$ cat src/rtl/datapath_pkg.sv
`default_nettype none
// ============================================================================
//  Module      : datapath_pkg
//  Description : Shared datapath definitions: data word width, steering-select
//                encodings and the data word type used by the 1:2 demux.
//  Revision    : 1.0 - initial release
// ============================================================================
package datapath_pkg;

    localparam int   DATA_W = 64;

    // Per-beat destination select encodings
    localparam logic SEL_A  = 1'b0;
    localparam logic SEL_B  = 1'b1;

    typedef logic [DATA_W-1:0] data_word_t;

endpackage : datapath_pkg
`default_nettype wire

$ cat src/rtl/demux_chan_fifo.sv
`default_nettype none
// ============================================================================
//  Module      : demux_chan_fifo
//  Description : Per-channel FIFO for the 1:2 stream demux. Full/empty are
//                derived from the occupancy count; pointers wrap modulo DEPTH.
//  Ports       : clk, rst_n       - clock, async active-low reset
//                push_valid/data  - write request (ignored while full)
//                full             - count == DEPTH
//                pop_valid/ready  - head valid / consumer ready
//                pop_data         - head data (registered storage, no bypass)
//                count            - occupancy
//  Revision    : 1.0 - initial release
// ============================================================================
module demux_chan_fifo
    import datapath_pkg::*;
#(
    parameter int WIDTH = DATA_W,
    parameter int DEPTH = 2,
    parameter int CNT_W = $clog2(DEPTH) + 1
) (
    input  logic             clk,
    input  logic             rst_n,
    input  logic             push_valid,
    input  logic [WIDTH-1:0] push_data,
    output logic             full,
    output logic             pop_valid,
    input  logic             pop_ready,
    output logic [WIDTH-1:0] pop_data,
    output logic [CNT_W-1:0] count
);

    localparam int               PTR_W      = $clog2(DEPTH);
    localparam logic [CNT_W-1:0] c_full_cnt = CNT_W'(DEPTH);

    logic [WIDTH-1:0] r_mem [DEPTH];
    logic [PTR_W-1:0] r_wr_ptr;
    logic [PTR_W-1:0] r_rd_ptr;
    logic [CNT_W-1:0] r_count;

    logic w_push;
    logic w_pop;

    assign full      = (r_count == c_full_cnt);
    assign pop_valid = (r_count != '0);
    assign pop_data  = r_mem[r_rd_ptr];
    assign count     = r_count;

    // A push is refused while full even if a pop happens the same cycle;
    // this keeps the upstream ready free of any path from pop_ready.
    assign w_push = push_valid && !full;
    assign w_pop  = pop_valid && pop_ready;

    always_ff @(posedge clk or negedge rst_n) begin
        if (!rst_n) begin
            // Storage is cleared so the head data port never shows X.
            for (int i = 0; i < DEPTH; i++) begin
                r_mem[i] <= '0;
            end
            r_wr_ptr <= '0;
            r_rd_ptr <= '0;
            r_count  <= '0;
        end else begin
            if (w_push) begin
                r_mem[r_wr_ptr] <= push_data;
                r_wr_ptr        <= r_wr_ptr + 1'b1;
            end
            if (w_pop) begin
                r_rd_ptr <= r_rd_ptr + 1'b1;
            end
            case ({w_push, w_pop})
                2'b10:   r_count <= r_count + 1'b1;
                2'b01:   r_count <= r_count - 1'b1;
                default: r_count <= r_count;
            endcase
        end
    end

endmodule : demux_chan_fifo
`default_nettype wire

$ cat src/rtl/demux_64bit_stream.sv
`default_nettype none
// ============================================================================
//  Module      : demux_64bit_stream
//  Description : 1:2 stream steering block. Each source beat is routed to
//                channel A or B by in_sel and buffered in a per-channel FIFO
//                so a stalled consumer does not block the other side.
//  Ports       : clk, rst_n                   - clock, async active-low reset
//                in_valid/in_ready/in_sel/in_data - source beat
//                a_valid/a_ready/a_data       - channel A head
//                b_valid/b_ready/b_data       - channel B head
//                a_count/b_count              - channel occupancies
//  Revision    : 1.0 - initial release
// ============================================================================
module demux_64bit_stream
    import datapath_pkg::*;
#(
    parameter int WIDTH = DATA_W,
    parameter int DEPTH = 2,
    parameter int CNT_W = $clog2(DEPTH) + 1
) (
    input  logic             clk,
    input  logic             rst_n,
    input  logic             in_valid,
    output logic             in_ready,
    input  logic             in_sel,
    input  logic [WIDTH-1:0] in_data,
    output logic             a_valid,
    input  logic             a_ready,
    output logic [WIDTH-1:0] a_data,
    output logic             b_valid,
    input  logic             b_ready,
    output logic [WIDTH-1:0] b_data,
    output logic [CNT_W-1:0] a_count,
    output logic [CNT_W-1:0] b_count
);

    logic w_sel_a;
    logic w_a_full;
    logic w_b_full;
    logic w_push_a;
    logic w_push_b;

    // in_ready depends only on in_sel and registered occupancy.
    assign w_sel_a  = (in_sel == SEL_A);
    assign in_ready = w_sel_a ? !w_a_full : !w_b_full;
    assign w_push_a = in_valid && in_ready &&  w_sel_a;
    assign w_push_b = in_valid && in_ready && !w_sel_a;

    demux_chan_fifo #(
        .WIDTH (WIDTH),
        .DEPTH (DEPTH),
        .CNT_W (CNT_W)
    ) u_chan_a (
        .clk        (clk),
        .rst_n      (rst_n),
        .push_valid (w_push_a),
        .push_data  (in_data),
        .full       (w_a_full),
        .pop_valid  (a_valid),
        .pop_ready  (a_ready),
        .pop_data   (a_data),
        .count      (a_count)
    );

    demux_chan_fifo #(
        .WIDTH (WIDTH),
        .DEPTH (DEPTH),
        .CNT_W (CNT_W)
    ) u_chan_b (
        .clk        (clk),
        .rst_n      (rst_n),
        .push_valid (w_push_b),
        .push_data  (in_data),
        .full       (w_b_full),
        .pop_valid  (b_valid),
        .pop_ready  (b_ready),
        .pop_data   (b_data),
        .count      (b_count)
    );

endmodule : demux_64bit_stream
`default_nettype wire

$ cat config.mk
export PLATFORM = sky130hd
export DESIGN_NAME = demux_64bit_stream
export DESIGN_NICKNAME = d
export VERILOG_FILES = /design/src/rtl/datapath_pkg.sv /design/src/rtl/demux_chan_fifo.sv /design/src/rtl/demux_64bit_stream.sv
export SDC_FILE = /design/constraint.sdc
export NUM_CORES = 1
export LEC_CHECK = 0
export CORE_ASPECT_RATIO = 1.2
export CORE_MARGIN = 1.5
export CORE_UTILIZATION = 40
export CTS_CLUSTER_SIZE = 10
export DETAILED_ROUTE_END_ITERATION = 10
export PLACE_DENSITY = 0.68
export SYNTH_ARGS = -nofsm -noshare
export SYNTH_HDL_FRONTEND = slang
export SYNTH_HIERARCHICAL = 1
export SYNTH_SLANG_ARGS = --single-unit
$ cat constraint.sdc
create_clock -name clk -period 2.1 [get_ports clk]
set_input_delay 0.315 -clock clk [delete_from_list [all_inputs] [get_ports clk]]
set_output_delay 0.315 -clock clk [all_outputs]
set_load 0.03 [all_outputs]
==> results of run 1 <==
==> cells in the mapped netlist, drive strengths merged <==
| library cell | n |
|---|---|
| clkbuf | 4 |
| ha | 2 |
| xor2 | 4 |
| buf | 38 |
| dfrtp | 264 |
| and3b | 1 |
| inv | 2 |
| mux2 | 384 |
| mux2i | 1 |
| xnor2 | 6 |
| nor3b | 3 |
| and2 | 2 |
| nand2b | 2 |
| and3 | 2 |
| nand2 | 2 |
| or2 | 2 |
| nor2 | 2 |
==> layout make-up <==
class | instances | area, µm²
Inverter | 2 | 7.51
Fill cell | 2440 | 13600
Sequential cell | 264 | 6610
Multi-Input combinational cell | 413 | 5240
Clock buffer | 37 | 808
Timing Repair Buffer | 268 | 2900
Tap cell | 390 | 488
==> metrics by stage <==
| step | total power (µW) | setup TNS [ps] | cell area [µm²] |
|---|---|---|---|
| final | 30900 | -8410 | 16100 |
| after CTS | 29400 | -15130 | 15500 |
| after detailed placement | 25300 | -5270 | 14700 |
| after floorplan | 19600 | 0 | 12100 |
| after global routing | 32400 | -15260 | 16100 |
| after global placement | 25100 | -3610 | 14700 |
==> placed cells by master (no fill, tap or decap), drive strengths merged, types with 2 or more instances in the layout <==
cell           netlist  layout
mux2               384     384
dfrtp              264     264
buf                 38     154
clkdlybuf4s50        0      70
clkbuf               4      42
clkdlybuf4s15        0      30
dlygate4sd2          0       7
xnor2                6       6
xor2                 4       4
nor3b                3       3
nand2b               2       2
inv                  2       2
nand2                2       2
or2                  2       2
and2                 2       2
and3                 2       2
nor2                 2       2
ha                   2       2
==> per-layer routing <==
layer | part of all wire | global-route usage
met2 | 0.48 | 0.279
met4 | 0.011 | 0.0323
met1 | 0.47 | 0.242
met3 | 0.046 | 0.0308
met5 | 0 | 0
==> how the worst max path moves through the flow <==
stage | end | slack (ps) | cells after the start
after floorplan | u_chan_a/r_mem[100]$_DFFE_PN0P_ | 60 | 7
after detailed placement | u_chan_a/r_mem[13]$_DFFE_PN0P_ | -60 | 6
final | a_data[18] | -190 | 3
after global routing | a_data[18] | -250 | 3
after CTS | a_data[45] | -230 | 3
after global placement | u_chan_a/r_mem[56]$_DFFE_PN0P_ | -50 | 6
==> logic make-up after synthesis <==
group                      after synthesis  share of synthesized area
xor gates and xnor gates                10                    0.00723
adders and majority gates                2                    0.00206
DFF                                    264                      0.545
muxes                                  385                      0.395
buffers and inverters                   44                     0.0407
and+or+nand+nor                         16                     0.0100
==> power by group <==
part	total, µW	internal [µW]	switching [µW]
sequential	9150	7710	1440
combinational	17200	9070	8130
clock	4540	2640	1900
==> timing repair <==
item                                    4_1_cts  5_1_grt
hold endpoints to repair                     33        0
hold buffers                                  1        0
cloned                                        2        3
pin swaps                                     0        0
endpoints found under the setup margin      130      124
resized for setup                           418      330
buffers inserted                              5       16
==> flip-flops by register name, indices dropped and copies added (netlist names) <==
| register | count |
|---|---|
| u_chan_b/count | 2 |
| u_chan_b/r_wr_ptr | 1 |
| u_chan_a/r_wr_ptr | 1 |
| u_chan_b/r_rd_ptr | 1 |
| u_chan_a/r_rd_ptr | 1 |
| u_chan_a/r_mem | 128 |
| u_chan_a/count | 2 |
| u_chan_b/r_mem | 128 |
==> results.json, run 1 <==
{
  "outcome": "finished with violations",
  "violations": "negative setup slack",
  "synthCells": 721,
  "syn_nets": 793,
  "yosysWarnings": 6,
  "overflow": 0,
  "synth_area_leader_cell": "dfrtp_1",
  "avgViaCountPerCell": 4.93,
  "place_inst": 1310,
  "drc": 0,
  "cp_num_buf_inv": 2,
  "end_kind": "primary output",
  "fin_util": 0.541,
  "synth_top_area_frac": 0.545,
  "slew_viol_final": 0,
  "dpl.hpwl_um": 17200,
  "crit_fanout": 33,
  "hold_class": "in2async",
  "tightest_slew_ps": 438,
  "syn_area_um2": 12100,
  "synth.yosys.seq_area_share": 0.545,
  "grt_usage": 0.172,
  "clock_path_buffers": 3,
  "cts_tree": "built",
  "setup_viol": 95,
  "reg2reg_to": "u_chan_a/r_mem[0]$_DFFE_PN0P_",
  "period_needed_ps": 2290,
  "wl_per_cell_um": 19.8,
  "reg2reg_depth": 7,
  "finalCritPeriodShare": 1.09,
  "die_w_um": 162,
  "synth_area_per_cell_um2": 16.8,
  "ir_drop_v": 0.00129,
  "root_buffer": "clkbuf_16",
  "nets": 1051,
  "slowest_stage": "dfrtp_4",
  "rsz0062_at_grt": "yes",
  "initial_core_util": 0.408,
  "startpoint_type": "flop",
  "crit_arrival_ps": 1970,
  "critical_path.max_stage_delay_ps": 450,
  "hold_ws_ps": 261,
  "syn_to_final_growth_pct": 32.6,
  "maxCapViolations": 0,
  "grt_pass1_vias": 7274,
  "power.density_nw_per_um2": 1920,
  "reg2reg_from": "u_chan_a/count[1]$_DFFE_PN0P_",
  "place_congestion": 0.720,
  "diodes": 0,
  "ios": 205,
  "numPortBuffers": 204,
  "dr.pass1.iters": 6,
  "r2r_slack_ps": 120,
  "synthTopCellsByArea": "dfrtp_1 (55%), mux2_2 (20%), mux2_4 (15%), mux2_1 (5.0%), buf_12 (2.0%)",
  "leakage_uw": 0.00724,
  "finClkSkew_ps": 9.16,
  "hold_viol": 0,
  "dp_slack_ps": -56.2,
  "synth_cell_types": 22,
  "antenna_found_initial": 0,
  "path_clk_slew_ps": 60,
  "worstSkewPairLatency_ps": 540,
  "critPathKind": "reg2out",
  "finalNonFillerCells": 1374,
  "core_area_um2": 29700,
  "ys_ff_latch": 264,
  "vias": 6776,
  "dieHeight_um": 194,
  "cts_buffers": 30,
  "crit_family": "buffers and inverters",
  "grt_max_degree": 69,
  "drive_gt1_frac": 0.571,
  "row_count": 69,
  "wirelength_um": 27200,
  "h-tree-depth": 1,
  "max_slew_margin": 0.709,
  "max_freq_ghz": 0.437,
  "crit_chain": "buf_12, mux2_2, dlygate4sd2_1",
  "fin_ws_ps": -189,
  "ant_nets": 0,
  "clock-sinks": 264,
  "drt-initial-drc-count": 280,
  "die_area_um2": 31400,
  "critPathLaunch": "u_chan_a/r_rd_ptr$_DFFE_PN0P_",
  "grt_pass1_wl_um": 42600,
  "critical_path_required_ps": 1780
}
Power figures use the tool's default switching activity.
==> run 2, diff against run 1 <==
--- a/config.mk
+++ b/config.mk
@@ -11,6 +11,8 @@
 export CTS_CLUSTER_SIZE = 10
 export DETAILED_ROUTE_END_ITERATION = 10
 export PLACE_DENSITY = 0.68
+export REMOVE_ABC_BUFFERS = 1
+export SLEW_MARGIN = 25
 export SYNTH_ARGS = -nofsm -noshare
 export SYNTH_HDL_FRONTEND = slang
 export SYNTH_HIERARCHICAL = 1
==> run 2 against run 1 <==
  * The run still ends with negative setup slack left
  * Critical path depth up 2
  * Maximum frequency up 2.1%
  * Critical endpoint is now b_data[60]
  * Largest cell class unchanged
  * Final cell count up 1.3%
  * Critical path type unchanged
  * Worst hold slack lost 31 ps
==> results.json, run 2 (same netlist as run 1, synthesis figures left out) <==
{
  "outcome": "finished with violations",
  "violations": "negative setup slack",
  "path_clk_slew_ps": 50,
  "wl_per_cell_um": 19.6,
  "grt_pass1_wl_um": 42700,
  "dieHeight_um": 194,
  "hold_viol": 0,
  "ant_nets": 0,
  "setup_viol": 103,
  "clock_path_buffers": 3,
  "initial_core_util": 0.408,
  "place_inst": 1322,
  "worstSkewPairLatency_ps": 540,
  "vias": 6793,
  "startpoint_type": "flop",
  "die_area_um2": 31400,
  "drive_gt1_frac": 0.584,
  "tightest_slew_ps": 376,
  "critPathKind": "reg2out",
  "die_w_um": 162,
  "critical_path.max_stage_delay_ps": 480,
  "grt_max_degree": 61,
  "critical_path_required_ps": 1780,
  "row_count": 69,
  "final_common_cell": "dfrtp_1",
  "crit_chain": "buf_12, buf_4, buf_12, mux2_2, buf_6",
  "syn_to_final_growth_pct": 31.2,
  "numPortBuffers": 204,
  "diodes": 0,
  "clock-sinks": 264,
  "final_cell_mix": "dfrtp_1 (262), mux2_2 (202), mux2_4 (128)",
  "antenna_found_initial": 1,
  "cts_tree": "built",
  "rsz0062_at_grt": "yes",
  "nets": 1066,
  "wirelength_um": 27300,
  "crit_family": "buffers and inverters",
  "slew_viol_final": 0,
  "period_needed_ps": 2240,
  "finalCritPeriodShare": 1.07,
  "crit_arrival_ps": 1930,
  "core_area_um2": 29700,
  "hold_ws_ps": 229,
  "finClkSkew_ps": 8.22,
  "place_congestion": 0.719,
  "max_freq_ghz": 0.446,
  "leakage_uw": 0.00714,
  "hold_class": "in2async",
  "cts_buffers": 31,
  "h-tree-depth": 1,
  "root_buffer": "clkbuf_16",
  "cp_num_buf_inv": 4,
  "max_slew_margin": 0.749,
  "maxCapViolations": 0,
  "fillers": 2528,
  "end_kind": "primary output",
  "fin_ws_ps": -143,
  "dpl-instance-area_um2": 14800,
  "crit_fanout": 8,
  "dpl.hpwl_um": 17700,
  "grt_usage": 0.170,
  "ir_drop_v": 0.000938,
  "finalNonFillerCells": 1392,
  "ios": 205,
  "dr.pass1.iters": 4,
  "avgViaCountPerCell": 4.88,
  "overflow": 0,
  "cp_common_cell": "buf_12",
  "drt-initial-drc-count": 276,
  "power.density_nw_per_um2": 1920,
  "design_area_um2": 15900,
  "grt_pass1_vias": 7406,
  "drc": 0,
  "reg_top3": "u_chan_a/r_mem: 128 flops, u_chan_b/r_mem: 128 flops",
  "slowest_stage": "dfrtp_4"
}
-- run 2: cell count changes in the layout (fill, tap and decap cells not counted), moves of 3 or more --
cell,previous run,this run
buf_6,64,74
buf_2,31,56
clkbuf_16,33,36
dlygate4sd2_1,7,1
mux2_2,156,202
buf_4,28,43
mux2_4,174,128
clkdlybuf4s15_2,29,0
-- run 2: area by class of cell --
cell class / instances / area, µm² / share of cell area
flip-flops and latches: 264 / 6610 / 0.416
multi-input cells: 413 / 5070 / 0.319
repair buffers: 282 / 2880 / 0.181
clock buffers: 38 / 812 / 0.0511
well taps: 390 / 488 / 0.0307
clock inverters: 3 / 22.5 / 0.00142
inverters: 2 / 7.51 / 0.000472
-- run 2: path summary, 6_finish.rpt --
kind | from | to | slack (ps) | depth (start not counted)
setup / recovery | u_chan_b/r_rd_ptr$_DFFE_PN0P_ | b_data[60] | -140 | 5
hold / removal | rst_n | u_chan_b/r_mem[55]$_DFFE_PN0P_ | 230 | 2
setup reg to reg | u_chan_a/count[1]$_DFFE_PN0P_ | u_chan_a/r_mem[71]$_DFFE_PN0P_ | 120 | 8
hold reg to reg | u_chan_a/r_mem[54]$_DFFE_PN0P_ | u_chan_a/r_mem[54]$_DFFE_PN0P_ | 480 | 1
max in group asynchronous | rst_n | u_chan_b/r_mem[75]$_DFFE_PN0P_ | 1150 | 3
min in group clk | u_chan_a/r_mem[54]$_DFFE_PN0P_ | u_chan_a/r_mem[54]$_DFFE_PN0P_ | 480 | 1
-- run 2: timing repair --
item / in CTS / in global routing
setup endpoints to repair: 130 / 120
setup buffers: 8 / 15
gates cloned: 0 / 7
hold buffers: 1 / 0
resized for setup: 472 / 370
endpoints found under the hold margin: 82 / 0
-- run 2: worst reg2reg max path: stages, from the launching register on --
cell and delay [ps]:
dfrtp_1 410, nand2b_4 90, inv_2 60, nor3b_1 210, buf_4 160, nor3b_4 180
buf_4 220, buf_12 200, mux2_4 330
-- run 2: stage by stage --
step / utilization / setup WS (ps) / setup TNS (ps) / total power, µW
5_1_grt: 0.535 / -182 / -11150 / 32100
4_1_cts: 0.525 / -213 / -12950 / 29500
3_5_place_dp: 0.498 / -101 / -5170 / 25400
3_3_place_gp: 0.498 / -88.8 / -4770 / 25200
2_1_floorplan: - / -3520 / -621100 / 19400
6_report: 0.535 / -143 / -5830 / 30600
-- run 2: layer usage --
metal  up-vias  share of wire  global-route usage
li1       3108              -                   -
met1      3511           0.45               0.232
met2       139           0.49               0.283
met3        33          0.042              0.0310
met4         2          0.014              0.0384
met5         -        0.00048                   0
-- run 2: power breakdown --
part | switching [µW] | leakage, µW | internal (µW) | total [µW]
clock | 1950 | 0.000409 | 2670 | 4610
combinational | 8150 | 0.00358 | 8720 | 16900
sequential | 1370 | 0.00315 | 7710 | 9080
total | 11500 | 0.00714 | 19100 | 30600
